File: config.mk
export PLATFORM = sky130hd
export DESIGN_NAME = bru_pipelined_flat
export DESIGN_NICKNAME = d
export VERILOG_FILES = /design/src/rtl/bru_pipelined_if.sv /design/src/rtl/bru_pipelined.sv /design/src/flat_wrapper.sv
export SDC_FILE = /design/constraint.sdc
export NUM_CORES = 1
export LEC_CHECK = 0
export ABC_AREA = 1
export CORE_UTILIZATION = 39
export CTS_CLUSTER_SIZE = 24
export DETAILED_ROUTE_END_ITERATION = 12
export PLACE_DENSITY = 0.65
export SETUP_SLACK_MARGIN = 0.1
export SLEW_MARGIN = 5
export SYNTH_ARGS = -nofsm -noshare
export SYNTH_HDL_FRONTEND = slang
export SYNTH_SLANG_ARGS = --single-unit
export TNS_END_PERCENT = 30
File: constraint.sdc
create_clock -name clock_in -period 3.9 [get_ports clock_in]
set_clock_uncertainty 0.15 [all_clocks]
set_input_delay 0.78 -clock clock_in [delete_from_list [all_inputs] [get_ports clock_in]]
set_output_delay 0.78 -clock clock_in [all_outputs]
set_load 0.05 [all_outputs]
File: src/rtl/bru_pipelined_if.sv
// Request/result bundle between the issue stage, the branch unit and its consumer.
// The slave modport is the branch unit's view; the master modport is the view of its environment.
interface bru_pipelined_if #(
  parameter int DATA_WIDTH = 32,
  parameter int CNT_WIDTH  = 16
);
  logic                  bru_flush_in;
  logic                  bru_cnt_clear_in;
  logic                  bru_valid_in;
  logic                  bru_ready_out;
  logic [3:0]            bru_uop_in;
  logic                  bru_prediction_in;
  logic [DATA_WIDTH-1:0] bru_pc_in;
  logic [DATA_WIDTH-1:0] bru_rs1_in;
  logic [DATA_WIDTH-1:0] bru_rs2_in;
  logic [DATA_WIDTH-1:0] bru_imm_in;
  logic                  bru_valid_out;
  logic                  bru_ready_in;
  logic                  bru_taken_out;
  logic                  bru_correction_out;
  logic                  bru_illegal_out;
  logic [DATA_WIDTH-1:0] bru_target_out;
  logic [DATA_WIDTH-1:0] bru_link_out;
  logic [CNT_WIDTH-1:0]  bru_mispredict_cnt_out;

  modport slave (
    input  bru_flush_in, bru_cnt_clear_in, bru_valid_in, bru_uop_in, bru_prediction_in,
           bru_pc_in, bru_rs1_in, bru_rs2_in, bru_imm_in, bru_ready_in,
    output bru_ready_out, bru_valid_out, bru_taken_out, bru_correction_out,
           bru_illegal_out, bru_target_out, bru_link_out, bru_mispredict_cnt_out
  );

  modport master (
    output bru_flush_in, bru_cnt_clear_in, bru_valid_in, bru_uop_in, bru_prediction_in,
           bru_pc_in, bru_rs1_in, bru_rs2_in, bru_imm_in, bru_ready_in,
    input  bru_ready_out, bru_valid_out, bru_taken_out, bru_correction_out,
           bru_illegal_out, bru_target_out, bru_link_out, bru_mispredict_cnt_out
  );
endinterface

File: src/rtl/bru_pipelined.sv
// Branch resolution unit: resolves direction/target in one registered stage with a
// valid/ready output handshake and a saturating misprediction counter.
module bru_pipelined #(
  parameter int DATA_WIDTH = 32,
  parameter int PC_INC     = 4,
  parameter int CNT_WIDTH  = 16
) (
  input  logic                clock_in,
  input  logic                reset_in,
  bru_pipelined_if.slave      bus
);

  localparam logic [3:0] UOP_BEQ  = 4'b0000;
  localparam logic [3:0] UOP_BNE  = 4'b0001;
  localparam logic [3:0] UOP_BLT  = 4'b0100;
  localparam logic [3:0] UOP_BGE  = 4'b0101;
  localparam logic [3:0] UOP_BLTU = 4'b0110;
  localparam logic [3:0] UOP_BGEU = 4'b0111;
  localparam logic [3:0] UOP_JAL  = 4'b1000;
  localparam logic [3:0] UOP_JALR = 4'b1001;

  logic                  valid_q, taken_q, corr_q, ill_q;
  logic [DATA_WIDTH-1:0] target_q, link_q;
  logic [CNT_WIDTH-1:0]  cnt_q;

  logic                  taken_d, corr_d, ill_d;
  logic [DATA_WIDTH-1:0] target_d, link_d, pc_rel, rs1_rel;
  logic                  accept, transfer;

  assign bus.bru_ready_out = !valid_q || bus.bru_ready_in;
  assign accept            = bus.bru_valid_in && bus.bru_ready_out;
  assign transfer          = valid_q && bus.bru_ready_in;

  assign pc_rel  = bus.bru_pc_in + bus.bru_imm_in;
  assign rs1_rel = bus.bru_rs1_in + bus.bru_imm_in;
  assign link_d  = bus.bru_pc_in + DATA_WIDTH'(PC_INC);

  always_comb begin
    taken_d  = 1'b0;
    ill_d    = 1'b0;
    target_d = pc_rel;
    case (bus.bru_uop_in)
      UOP_BEQ:  taken_d = (bus.bru_rs1_in == bus.bru_rs2_in);
      UOP_BNE:  taken_d = (bus.bru_rs1_in != bus.bru_rs2_in);
      UOP_BLT:  taken_d = ($signed(bus.bru_rs1_in) <  $signed(bus.bru_rs2_in));
      UOP_BGE:  taken_d = ($signed(bus.bru_rs1_in) >= $signed(bus.bru_rs2_in));
      UOP_BLTU: taken_d = (bus.bru_rs1_in <  bus.bru_rs2_in);
      UOP_BGEU: taken_d = (bus.bru_rs1_in >= bus.bru_rs2_in);
      UOP_JAL:  taken_d = 1'b1;
      UOP_JALR: begin
        taken_d  = 1'b1;
        target_d = {rs1_rel[DATA_WIDTH-1:1], 1'b0};
      end
      default:  ill_d = 1'b1;
    endcase
    if (!taken_d) target_d = link_d;
    corr_d = (bus.bru_prediction_in != taken_d);
  end

  always_ff @(posedge clock_in) begin
    if (reset_in) begin
      valid_q  <= 1'b0;
      taken_q  <= 1'b0;
      corr_q   <= 1'b0;
      ill_q    <= 1'b0;
      target_q <= '0;
      link_q   <= '0;
    end else if (bus.bru_flush_in) begin
      valid_q <= 1'b0;
    end else if (accept) begin
      valid_q  <= 1'b1;
      taken_q  <= taken_d;
      corr_q   <= corr_d;
      ill_q    <= ill_d;
      target_q <= target_d;
      link_q   <= link_d;
    end else if (transfer) begin
      valid_q <= 1'b0;
    end
  end

  // A flushed result is treated as discarded even if the consumer was ready.
  always_ff @(posedge clock_in) begin
    if (reset_in || bus.bru_cnt_clear_in)
      cnt_q <= '0;
    else if (transfer && corr_q && !bus.bru_flush_in && (cnt_q != {CNT_WIDTH{1'b1}}))
      cnt_q <= cnt_q + 1'b1;
  end

  assign bus.bru_valid_out          = valid_q;
  assign bus.bru_taken_out          = taken_q;
  assign bus.bru_correction_out     = corr_q;
  assign bus.bru_illegal_out        = ill_q;
  assign bus.bru_target_out         = target_q;
  assign bus.bru_link_out           = link_q;
  assign bus.bru_mispredict_cnt_out = cnt_q;

endmodule

File: src/flat_wrapper.sv
// flat-port wrapper written by rule: the top's interface ports become plain ports
module bru_pipelined_flat 
#(
  parameter int DATA_WIDTH = 32,
  parameter int PC_INC     = 4,
  parameter int CNT_WIDTH  = 16
)
  (clock_in, reset_in, bus_bru_flush_in, bus_bru_cnt_clear_in, bus_bru_valid_in, bus_bru_uop_in, bus_bru_prediction_in, bus_bru_pc_in, bus_bru_rs1_in, bus_bru_rs2_in, bus_bru_imm_in, bus_bru_ready_in, bus_bru_ready_out, bus_bru_valid_out, bus_bru_taken_out, bus_bru_correction_out, bus_bru_illegal_out, bus_bru_target_out, bus_bru_link_out, bus_bru_mispredict_cnt_out);
  bru_pipelined_if #(.DATA_WIDTH(DATA_WIDTH), .CNT_WIDTH(CNT_WIDTH)) bus_i ();
  input  logic clock_in;
  input  logic reset_in;
  input wire logic [$bits(bus_i.bru_flush_in)-1:0] bus_bru_flush_in;
  input wire logic [$bits(bus_i.bru_cnt_clear_in)-1:0] bus_bru_cnt_clear_in;
  input wire logic [$bits(bus_i.bru_valid_in)-1:0] bus_bru_valid_in;
  input wire logic [$bits(bus_i.bru_uop_in)-1:0] bus_bru_uop_in;
  input wire logic [$bits(bus_i.bru_prediction_in)-1:0] bus_bru_prediction_in;
  input wire logic [$bits(bus_i.bru_pc_in)-1:0] bus_bru_pc_in;
  input wire logic [$bits(bus_i.bru_rs1_in)-1:0] bus_bru_rs1_in;
  input wire logic [$bits(bus_i.bru_rs2_in)-1:0] bus_bru_rs2_in;
  input wire logic [$bits(bus_i.bru_imm_in)-1:0] bus_bru_imm_in;
  input wire logic [$bits(bus_i.bru_ready_in)-1:0] bus_bru_ready_in;
  output wire logic [$bits(bus_i.bru_ready_out)-1:0] bus_bru_ready_out;
  output wire logic [$bits(bus_i.bru_valid_out)-1:0] bus_bru_valid_out;
  output wire logic [$bits(bus_i.bru_taken_out)-1:0] bus_bru_taken_out;
  output wire logic [$bits(bus_i.bru_correction_out)-1:0] bus_bru_correction_out;
  output wire logic [$bits(bus_i.bru_illegal_out)-1:0] bus_bru_illegal_out;
  output wire logic [$bits(bus_i.bru_target_out)-1:0] bus_bru_target_out;
  output wire logic [$bits(bus_i.bru_link_out)-1:0] bus_bru_link_out;
  output wire logic [$bits(bus_i.bru_mispredict_cnt_out)-1:0] bus_bru_mispredict_cnt_out;
  assign bus_i.bru_flush_in = bus_bru_flush_in;
  assign bus_i.bru_cnt_clear_in = bus_bru_cnt_clear_in;
  assign bus_i.bru_valid_in = bus_bru_valid_in;
  assign bus_i.bru_uop_in = bus_bru_uop_in;
  assign bus_i.bru_prediction_in = bus_bru_prediction_in;
  assign bus_i.bru_pc_in = bus_bru_pc_in;
  assign bus_i.bru_rs1_in = bus_bru_rs1_in;
  assign bus_i.bru_rs2_in = bus_bru_rs2_in;
  assign bus_i.bru_imm_in = bus_bru_imm_in;
  assign bus_i.bru_ready_in = bus_bru_ready_in;
  assign bus_bru_ready_out = bus_i.bru_ready_out;
  assign bus_bru_valid_out = bus_i.bru_valid_out;
  assign bus_bru_taken_out = bus_i.bru_taken_out;
  assign bus_bru_correction_out = bus_i.bru_correction_out;
  assign bus_bru_illegal_out = bus_i.bru_illegal_out;
  assign bus_bru_target_out = bus_i.bru_target_out;
  assign bus_bru_link_out = bus_i.bru_link_out;
  assign bus_bru_mispredict_cnt_out = bus_i.bru_mispredict_cnt_out;
  bru_pipelined #(.DATA_WIDTH(DATA_WIDTH), .PC_INC(PC_INC), .CNT_WIDTH(CNT_WIDTH)) u_core (.clock_in(clock_in), .reset_in(reset_in), .bus(bus_i));
endmodule
==> run summary, run 1 <==
The share of the yosys chip area belonging to registers came out at 17.4%. After synthesis, the largest family of logic cells by area is simple AND/OR/NAND/NOR gates. In the synthesized netlist the dominant register cell turns out to be sky130_fd_sc_hd__dfxtp_1. The initial utilization of the core area, before any placement, comes to 39.8%.

The kind of path behind the tightest hold check is reg -> reg. The repair_antennas step left the layout with diodes totalling 0. The average wire per standard cell is 16.2 um.

In this run, synthesis produced a sequential element count of 84. The largest net degree at the start of global routing is 100. The final layout net count came out at 2100. The portion of total power attributed to sequential cells came out at 28.9%.

The buffering stage count on the worst path with inverters included came out at 3. The maximum buffer depth of the clock tree is 2. The placed instance count came out at 2177. Static timing analysis puts the maximum clock frequency at 0.276 GHz. The power share of the combinational group came out at 46.2%. The data arrival time of the worst path came out at 3.75 ns.

Summing all non-filler instances in the final layout gives an area of 12600 um^2. In this run, CTS created clock tree buffers numbering 9. For this design the total switching power over the nets is 1.33 mW. The area fraction of the dominant cell type after synthesis came out at 17.4%. STA classifies the critical path startpoint as an input port. The final count of hold timing violations came out at 0.

The worst register-to-register path ends at u_core.bus.bru_mispredict_cnt_out[14]. At the end of routability-driven placement, the weighted congestion stood at 0.941. The area fraction in and, or, nand and nor cells after synthesis came out at 36.7%. The number of endpoints failing setup at the final stage is 0. Once the clock tree was built, the setup fixing pass inserted 0 buffers. The total overflow reported by the global router came out at 0. The internal power of the cells totals 1.91 mW. The floorplan step set the die height to 159 um. By area the synthesized netlist is led by sky130_fd_sc_hd__dfxtp_1 (17%), sky130_fd_sc_hd__nand2_1 (16%), sky130_fd_sc_hd__ha_1 (12%), sky130_fd_sc_hd__inv_1 (10%), sky130_fd_sc_hd__a21oi_1 (8.0%). The worst slew slack as a fraction of its limit is 32.8%. The average vias per placed instance came out at 5.29. The commonest non-fill, non-tap cell in the layout is sky130_fd_sc_hd__nand2_1. The horizontal die dimension came out at 159 um. The end point of the most critical hold path is u_core.bus.bru_taken_out. Total power for the finished layout comes to 3.23 mW. The tree is rooted in a sky130_fd_sc_hd__clkbuf_16. In this run the core area contains 57 standard-cell rows. The wire-length estimate of the detail-placed layout is 30000 um. Cells with a size suffix above 1 make up 3.27% of the layout. The compound-gate portion of the synthesized area came out at 17.2%. The worst hold path cell count is 2. After layout, the worst path uses 93.0% of the clock period. In this run the critical register-to-register path is launched from u_core.bus.bru_mispredict_cnt_out[1]. The clock network burns 24.8% of the power. In this run the number of cells on the critical path is 17. The total wire length after detailed routing is 35500 um. The growth of design area from synthesis to finish is 30.4%. The number of different library cells used by synthesis comes to 42. The count of buffers added on input and output ports is 223. The critical path class is in -> reg.

The placed instance area came out at 12300 um^2. The startpoint of the most critical hold path is u_core.bus.bru_taken_out. When the netlist entered floorplanning its net count stood at 1883. The clock sink count is 84. The post-synthesis average cell area came out at 5.85 um^2. The kind of cell adding the most delay to the critical path is simple AND/OR/NAND/NOR gates.

The mux cell area share after synthesis came out at 0%. For this run, the slowest stage of the critical path takes 0.51 ns. The flow ran to the end, and the final reports show no timing, DRC or antenna violations. Clock-pin slew was measured on the worst setup and hold paths at 0.07 ns. The share of the synthesized netlist area taken by xor and xnor gates came out at 3.72%. The critical path goes through clkdlybuf4s50_1 > ha_1 > inv_1 > fa_1 > o21ai_1 > nand2_1 > nand2_1 > nand2_1 > nand2_1 > nand2_1 > nand3_1 > nand3_1 > o21ai_1 > inv_1 > nand2_1 > nand3_1 > a21oi_1. TritonCTS built the clock tree. The post-synth design cell area came out at 9640 um^2.

The number of primary I/O pins is 224. The worst-case vdd ir drop came out at 220 uV. The via count of the first global-routing pass came out at 10.7k. The setup slack of the most critical reg-to-reg path came out at 1.75 ns. The clock latency of the later-clocked register in the worst-skew pair is 0.34 ns. The worst path required time came out at 4.02 ns. STA classifies the critical path endpoint as a flip-flop.

The maximum fanout along the worst path is 4. The number of nets still failing antenna checks after routing came out at 0. Tracing the worst setup path back leads to its startpoint at bus_bru_imm_in[0]. Of all flip-flops after synthesis, the portion carrying an async set or reset was 0%. On the critical path, the stage with the largest delay is an instance of sky130_fd_sc_hd__clkdlybuf4s50_1.

The measured slew at the worst slew-check pin came out at 1.01 ns. The detailed-routing iteration count for the pre-antenna-repair pass came out at 5. The quantity of gates resized following cts came out at 0.

Across the run, the number of max-cap violations was 0. The core region is 24200 um^2. The synthesized-area fraction occupied by adder cells is 12.7%. In this run the static leakage power is 5.92 nW. In the layout the commonest cells are sky130_fd_sc_hd__nand2_1 (423), sky130_fd_sc_hd__inv_1 (263), sky130_fd_sc_hd__clkdlybuf4s50_1 (223), sky130_fd_sc_hd__a21oi_1 (155), sky130_fd_sc_hd__nand3_1 (153). The number of standard cells in the final layout excluding fillers came out at 2192. The number of H-tree levels is 3. The hold buffer count at cts came out at 0.

The worst reg-to-reg path cell count came out at 7. The number of enable flip-flop cells after synthesis came out at 0. The area of the die is 25400 um^2. The number of antenna violations at the first check in global routing came out at 0. For this design the ratio of total power to cell area is 257 nW/um^2. The final number of max-transition violations is 0. The switching fraction of total power came out at 41.0%.

The first global-routing pass estimated 56000 um of wire. The time the final worst path needs with I/O delays and setup is 3.63 ns. Setup repair after global routing left no endpoint under its margin. Counting stages on the worst path, the most repeated cell is sky130_fd_sc_hd__nand2_1. The synthesis warning total is 0. Across all layers, the routed design uses 11.6k vias.

The biggest area contributor in the post-synthesis netlist is sky130_fd_sc_hd__dfxtp_1. The first routing iteration left 1021 violations. The gate count of the mapped netlist came out at 1647. The global-route usage over all layers came out at 27.8%. For this run, design rule violations remaining after detail routing come to 0.
-- tightest hold or removal path: cells and delay by family (launching register included) --
family / cells / cell delay, ns
and+or+nand+nor: 1 / 0.06
AOI/OAI and AO/OA: 1 / 0.05
DFF: 1 / 0.31
-- kinds of logic after synthesis --
kind of cell / after synthesis
AOI/OAI and AO/OA: 303
xor gates and xnor gates: 41
adders and majority gates: 97
buffers and inverters: 303
DFF: 84
and+or+nand+nor: 819
-- stage by stage --
stage	setup slack [ns]	setup TNS [ns]	hold slack [ns]	utilization [%]
after floorplan	1.15	0	0.536	-
after global placement	0.00208	0	0.303	50.7
after detailed placement	-0.00359	-0.00359	0.305	50.7
after CTS	0.340	0	0.315	51.8
after global routing	0.105	0	0.346	51.8
final	0.274	0	0.314	51.8
-- routing by layer --
layer,global-route usage [%],vias up,wire length (um)
met3,3.78,52,2580
met5,0,-,0
met2,44.9,447,15900
met1,38.2,5248,16000
met4,8.39,0,1020
li1,-,5851,-
-- worst max-delay path by stage --
stage          slack, ns                       endpoint
2_1_floorplan       1.15   u_core.bus.bru_target_out[2]
3_3_place_gp       0.002  u_core.bus.bru_target_out[16]
3_5_place_dp      -0.004  u_core.bus.bru_target_out[16]
4_1_cts             0.34  u_core.bus.bru_target_out[16]
5_1_grt             0.11  u_core.bus.bru_target_out[16]
6_report            0.27  u_core.bus.bru_target_out[16]
-- state kept, by name (all words and copies together) (netlist names) --
register                           count
u_core.bus.bru_correction_out          1
u_core.bus.bru_illegal_out             1
u_core.bus.bru_link_out               32
u_core.bus.bru_mispredict_cnt_out     16
u_core.bus.bru_taken_out               1
u_core.bus.bru_target_out             32
u_core.bus.bru_valid_out               1
-- cell type report --
cell class	count	area, um^2
multi-input cells	1260	6790
clock inverters	5	38.8
well taps	324	405
repair buffers	242	2410
fillers	2571	11700
clock buffers	10	239
inverters	267	1000
flip-flops and latches	84	1680
-- power by group through the flow --
stage / Sequential (mW) / Combinational (mW) / Clock, mW
after floorplan: 1.11 / 0.780 / 0
after global placement: 0.955 / 1.47 / 0
after detailed placement: 0.954 / 1.48 / 0
after CTS: 0.935 / 1.49 / 0.812
after global routing: 0.940 / 1.65 / 0.859
final: 0.935 / 1.50 / 0.803
-- cell usage after synthesis (9+ instances only) --
| cell type | number |
|---|---|
| sky130_fd_sc_hd__nand2_1 | 423 |
| sky130_fd_sc_hd__inv_1 | 263 |
| sky130_fd_sc_hd__a21oi_1 | 155 |
| sky130_fd_sc_hd__nand3_1 | 153 |
| sky130_fd_sc_hd__nor2_1 | 136 |
| sky130_fd_sc_hd__ha_1 | 95 |
| sky130_fd_sc_hd__o21ai_0 | 86 |
| sky130_fd_sc_hd__dfxtp_1 | 84 |
| sky130_fd_sc_hd__nor3_1 | 35 |
| sky130_fd_sc_hd__nand4_1 | 31 |
| sky130_fd_sc_hd__xor2_1 | 30 |
| sky130_fd_sc_hd__o211ai_1 | 26 |
| sky130_fd_sc_hd__clkbuf_1 | 21 |
| sky130_fd_sc_hd__xnor2_1 | 11 |
| sky130_fd_sc_hd__nand3b_1 | 9 |
| sky130_fd_sc_hd__nor4_1 | 9 |
| sky130_fd_sc_hd__o21a_1 | 9 |
No activity file was read; power rests on OpenSTA's default activity.
==> inputs of run 2 (changes only) <==
--- a/config.mk
+++ b/config.mk
@@ -10,6 +10,7 @@
 export CTS_CLUSTER_SIZE = 24
 export DETAILED_ROUTE_END_ITERATION = 12
 export PLACE_DENSITY = 0.65
+export RECOVER_POWER = 100
 export SETUP_SLACK_MARGIN = 0.1
 export SLEW_MARGIN = 5
 export SYNTH_ARGS = -nofsm -noshare
==> run 2 against run 1 <==
First-iteration DRC count rose by 3.5%. Largest cell class unchanged. Utilization fell by 0.098 points. Via count barely moved. Highest routed layer unchanged. Fmax rose by 0.26%. Cell count did not move.
==> run summary, run 2 (same netlist as run 1, synthesis figures left out) <==
The final core utilization came out at 51.7% (-0.098 points). The static power due to leakage is 6.16 nW (+4.1%). The number of filler cells placed in the layout is 2577 (+0.23%). The power share of the combinational group came out at 46.0% (-0.2 points). The area of the die is 25400 um^2 (unchanged). The min-delay analysis places its worst path in the category reg -> reg. The type of element capturing the critical path is a flip-flop. The clock group share of total power came out at 25.0% (+0.2 points). The height of the die was 159 um (unchanged). CTS placed an instance of sky130_fd_sc_hd__clkbuf_16 at the clock tree root.

The initial DRC count was 1057 (+3.5%). The hold buffer count at cts is 0 (unchanged). The final-layout setup total negative slack came out at 0 ns (unchanged). The quantity of gates resized following cts came out at 0 (unchanged). The number of nets still failing antenna checks after routing came out at 0 (unchanged). The final layout net count came out at 2100 (unchanged). The power density of the placed cells came out at 256 nW/um^2 (-0.56%). Among cell families on the critical path, the largest total delay comes from simple AND/OR/NAND/NOR gates. The worst slew slack as a fraction of its limit is 34.0% (+1.3 points). The first-pass GRT wire length came out at 56000 um (unchanged). The upper clock frequency limit came to 0.277 GHz (+0.26%). The number of antenna violations at the first check in global routing is 0 (unchanged).

The total wire length after detailed routing is 35500 um (about the same). The area of the core region is 24200 um^2 (unchanged). Traced cell by cell, the critical path runs through clkdlybuf4s50_1 > ha_1 > inv_1 > fa_1 > o21ai_1 > nand2_1 > nand2_1 > nand2_1 > nand2_1 > nand2_1 > nand3_1 > nand3_1 > o21ai_1 > inv_1 > nand2_1 > nand3_1 > a21oi_1. The net switching power figure came out at 1.32 mW (-0.45%). Counting stages on the worst path, the most repeated cell is sky130_fd_sc_hd__nand2_1. The remaining routing DRC violations came out at 0 (unchanged). The library cell used most frequently in the layout, excluding fill and tap cells, is sky130_fd_sc_hd__nand2_1. The worst-case vdd ir drop was 218 uV (-0.88%). The growth of design area from synthesis to finish came out at 30.1%.

The area of the multi-input gates is 6770 um^2 (-0.31%). The floorplan row count is 57 (unchanged). For this design, the slowest cell found on the critical path is sky130_fd_sc_hd__clkdlybuf4s50_1. The total via count after detailed routing is 11.6k (+0.017%). The final number of max-transition violations came to 0 (unchanged). The number of buffers created by CTS is 9 (unchanged). The via count of the first global-routing pass came out at 10.7k (unchanged).

The clock edge transition at the registers on the reported setup and hold paths came out at 0.06 ns (about the same). The number of buffers inserted by post-CTS setup repair is 0 (unchanged). The initial standard-cell utilization of the core is 39.8% (unchanged). The maximum fanout along the worst path came out at 4 (unchanged). The weighted congestion at the end of routability-driven global placement came out at 0.941 (unchanged). The CTS tree is built. The max-cap violation count was 0 (unchanged).

The number of primary I/O pins was 224 (unchanged). The average wire per standard cell is 16.2 um (about the same). The worst path required time is 4.00 ns (-0.02 ns). The detailed-routing iteration count for the pre-antenna-repair pass came to 5 (unchanged). The internal power is 1.89 mW (-0.96%). Setup repair after global routing left no endpoint under its margin. The detailed-placement wirelength estimate is 30000 um (unchanged). The largest net degree at the start of global routing is 100 (unchanged). The horizontal die dimension is 159 um (unchanged). The run finished with clean final reports. The maximum buffer depth of the clock tree is 2 (unchanged). The antenna diode count is 0 (unchanged). The clock latency of the later-clocked register in the worst-skew pair came to 0.34 ns (about the same). The clock sink count is 84 (unchanged).

The global-route usage over all layers was 27.8% (unchanged). The type of element launching the critical path is an input port. The delay of the slowest cell on the worst path came out at 0.51 ns (about the same).

The count of port buffers added during placement came out at 223 (unchanged). The portion of total power attributed to sequential cells was 29.1% (+0.2 points). The area occupied by registers is 1680 um^2 (unchanged). The average vias per placed instance came out at 5.29 (about the same). The data arrival time of the worst path came out at 3.72 ns (-0.03 ns).

The total overflow reported by the global router came out at 0 (unchanged). The time the final worst path needs with I/O delays and setup is 3.62 ns (-0.00953 ns). The measured slew at the worst slew-check pin came out at 0.988 ns (-0.0191 ns). The fraction of the cycle the final worst path needs is 92.7% (-0.24 points). The switching fraction of total power is 41.1% (+0.12 points).

The worst setup path is of the in -> reg kind. The buffering stage count on the worst path with inverters included came out at 3 (unchanged). The share of post-route cells with drive strength above 1 is 3.00% (-0.27 points).

The number of H-tree levels came out at 3 (unchanged). Leaving out fill and tap cells, the most frequent cells in the layout are sky130_fd_sc_hd__nand2_1 (424), sky130_fd_sc_hd__inv_1 (263), sky130_fd_sc_hd__a21oi_1 (155), sky130_fd_sc_hd__nand3_1 (153), sky130_fd_sc_hd__nor2_1 (138). The number of endpoints failing setup at the final stage is 0 (unchanged).

The final count of hold timing violations came to 0 (unchanged). The total power came out at 3.21 mW (-0.75%).
## run 2: final timing paths
check / start / endpoint / slack [ns] / cells after the start
worst max register to register: u_core.bus.bru_valid_out / u_core.bus.bru_target_out[22] / 1.74 / 7
worst max-delay path: bus_bru_imm_in[0] / u_core.bus.bru_target_out[16] / 0.28 / 17
worst min-delay path: u_core.bus.bru_taken_out / u_core.bus.bru_taken_out / 0.31 / 2
worst min register to register: u_core.bus.bru_taken_out / u_core.bus.bru_taken_out / 0.31 / 2
## run 2: final cells by class
cell class / count / share of cell area [%]
clock buffer: 10 / 1.90
multi-input combinational: 1260 / 54.0
inverter: 267 / 7.99
tap: 324 / 3.23
timing repair buffer: 242 / 19.2
clock inverter: 5 / 0.309
sequential: 84 / 13.4
## run 2: worst min-delay path, cell delays in order, from the launching register on
cell and delay [ns]:
sky130_fd_sc_hd__dfxtp_1 0.31, sky130_fd_sc_hd__nand2_1 0.06, sky130_fd_sc_hd__a21oi_1 0.05
## run 2: routing by layer
layer	global-route usage [%]	part of all wire (%)	up-vias
met5	0	0	-
met4	8.39	2.8	0
met3	3.78	7.4	50
met2	44.9	45	434
met1	38.2	45	5258
li1	-	-	5858
## run 2: stage by stage
stage / setup slack, ns / instance area (um^2) / std cells / hold slack [ns]
global placement: 0.00208 / 12300 / 2177 / 0.303
floorplan: 1.15 / 9640 / 1647 / 0.536
CTS: 0.340 / 12600 / 2192 / 0.315
global route: 0.0529 / 12500 / 2192 / 0.343
finish: 0.283 / 12500 / 2192 / 0.312
detailed placement: -0.00359 / 12300 / 2177 / 0.305
## run 2: power groups by stage
stage	Sequential (mW)	Combinational (mW)	Clock [mW]
2_1_floorplan	1.11	0.780	0
3_3_place_gp	0.955	1.47	0
3_5_place_dp	0.954	1.48	0
4_1_cts	0.935	1.49	0.812
5_1_grt	0.938	1.63	0.859
6_report	0.933	1.48	0.801
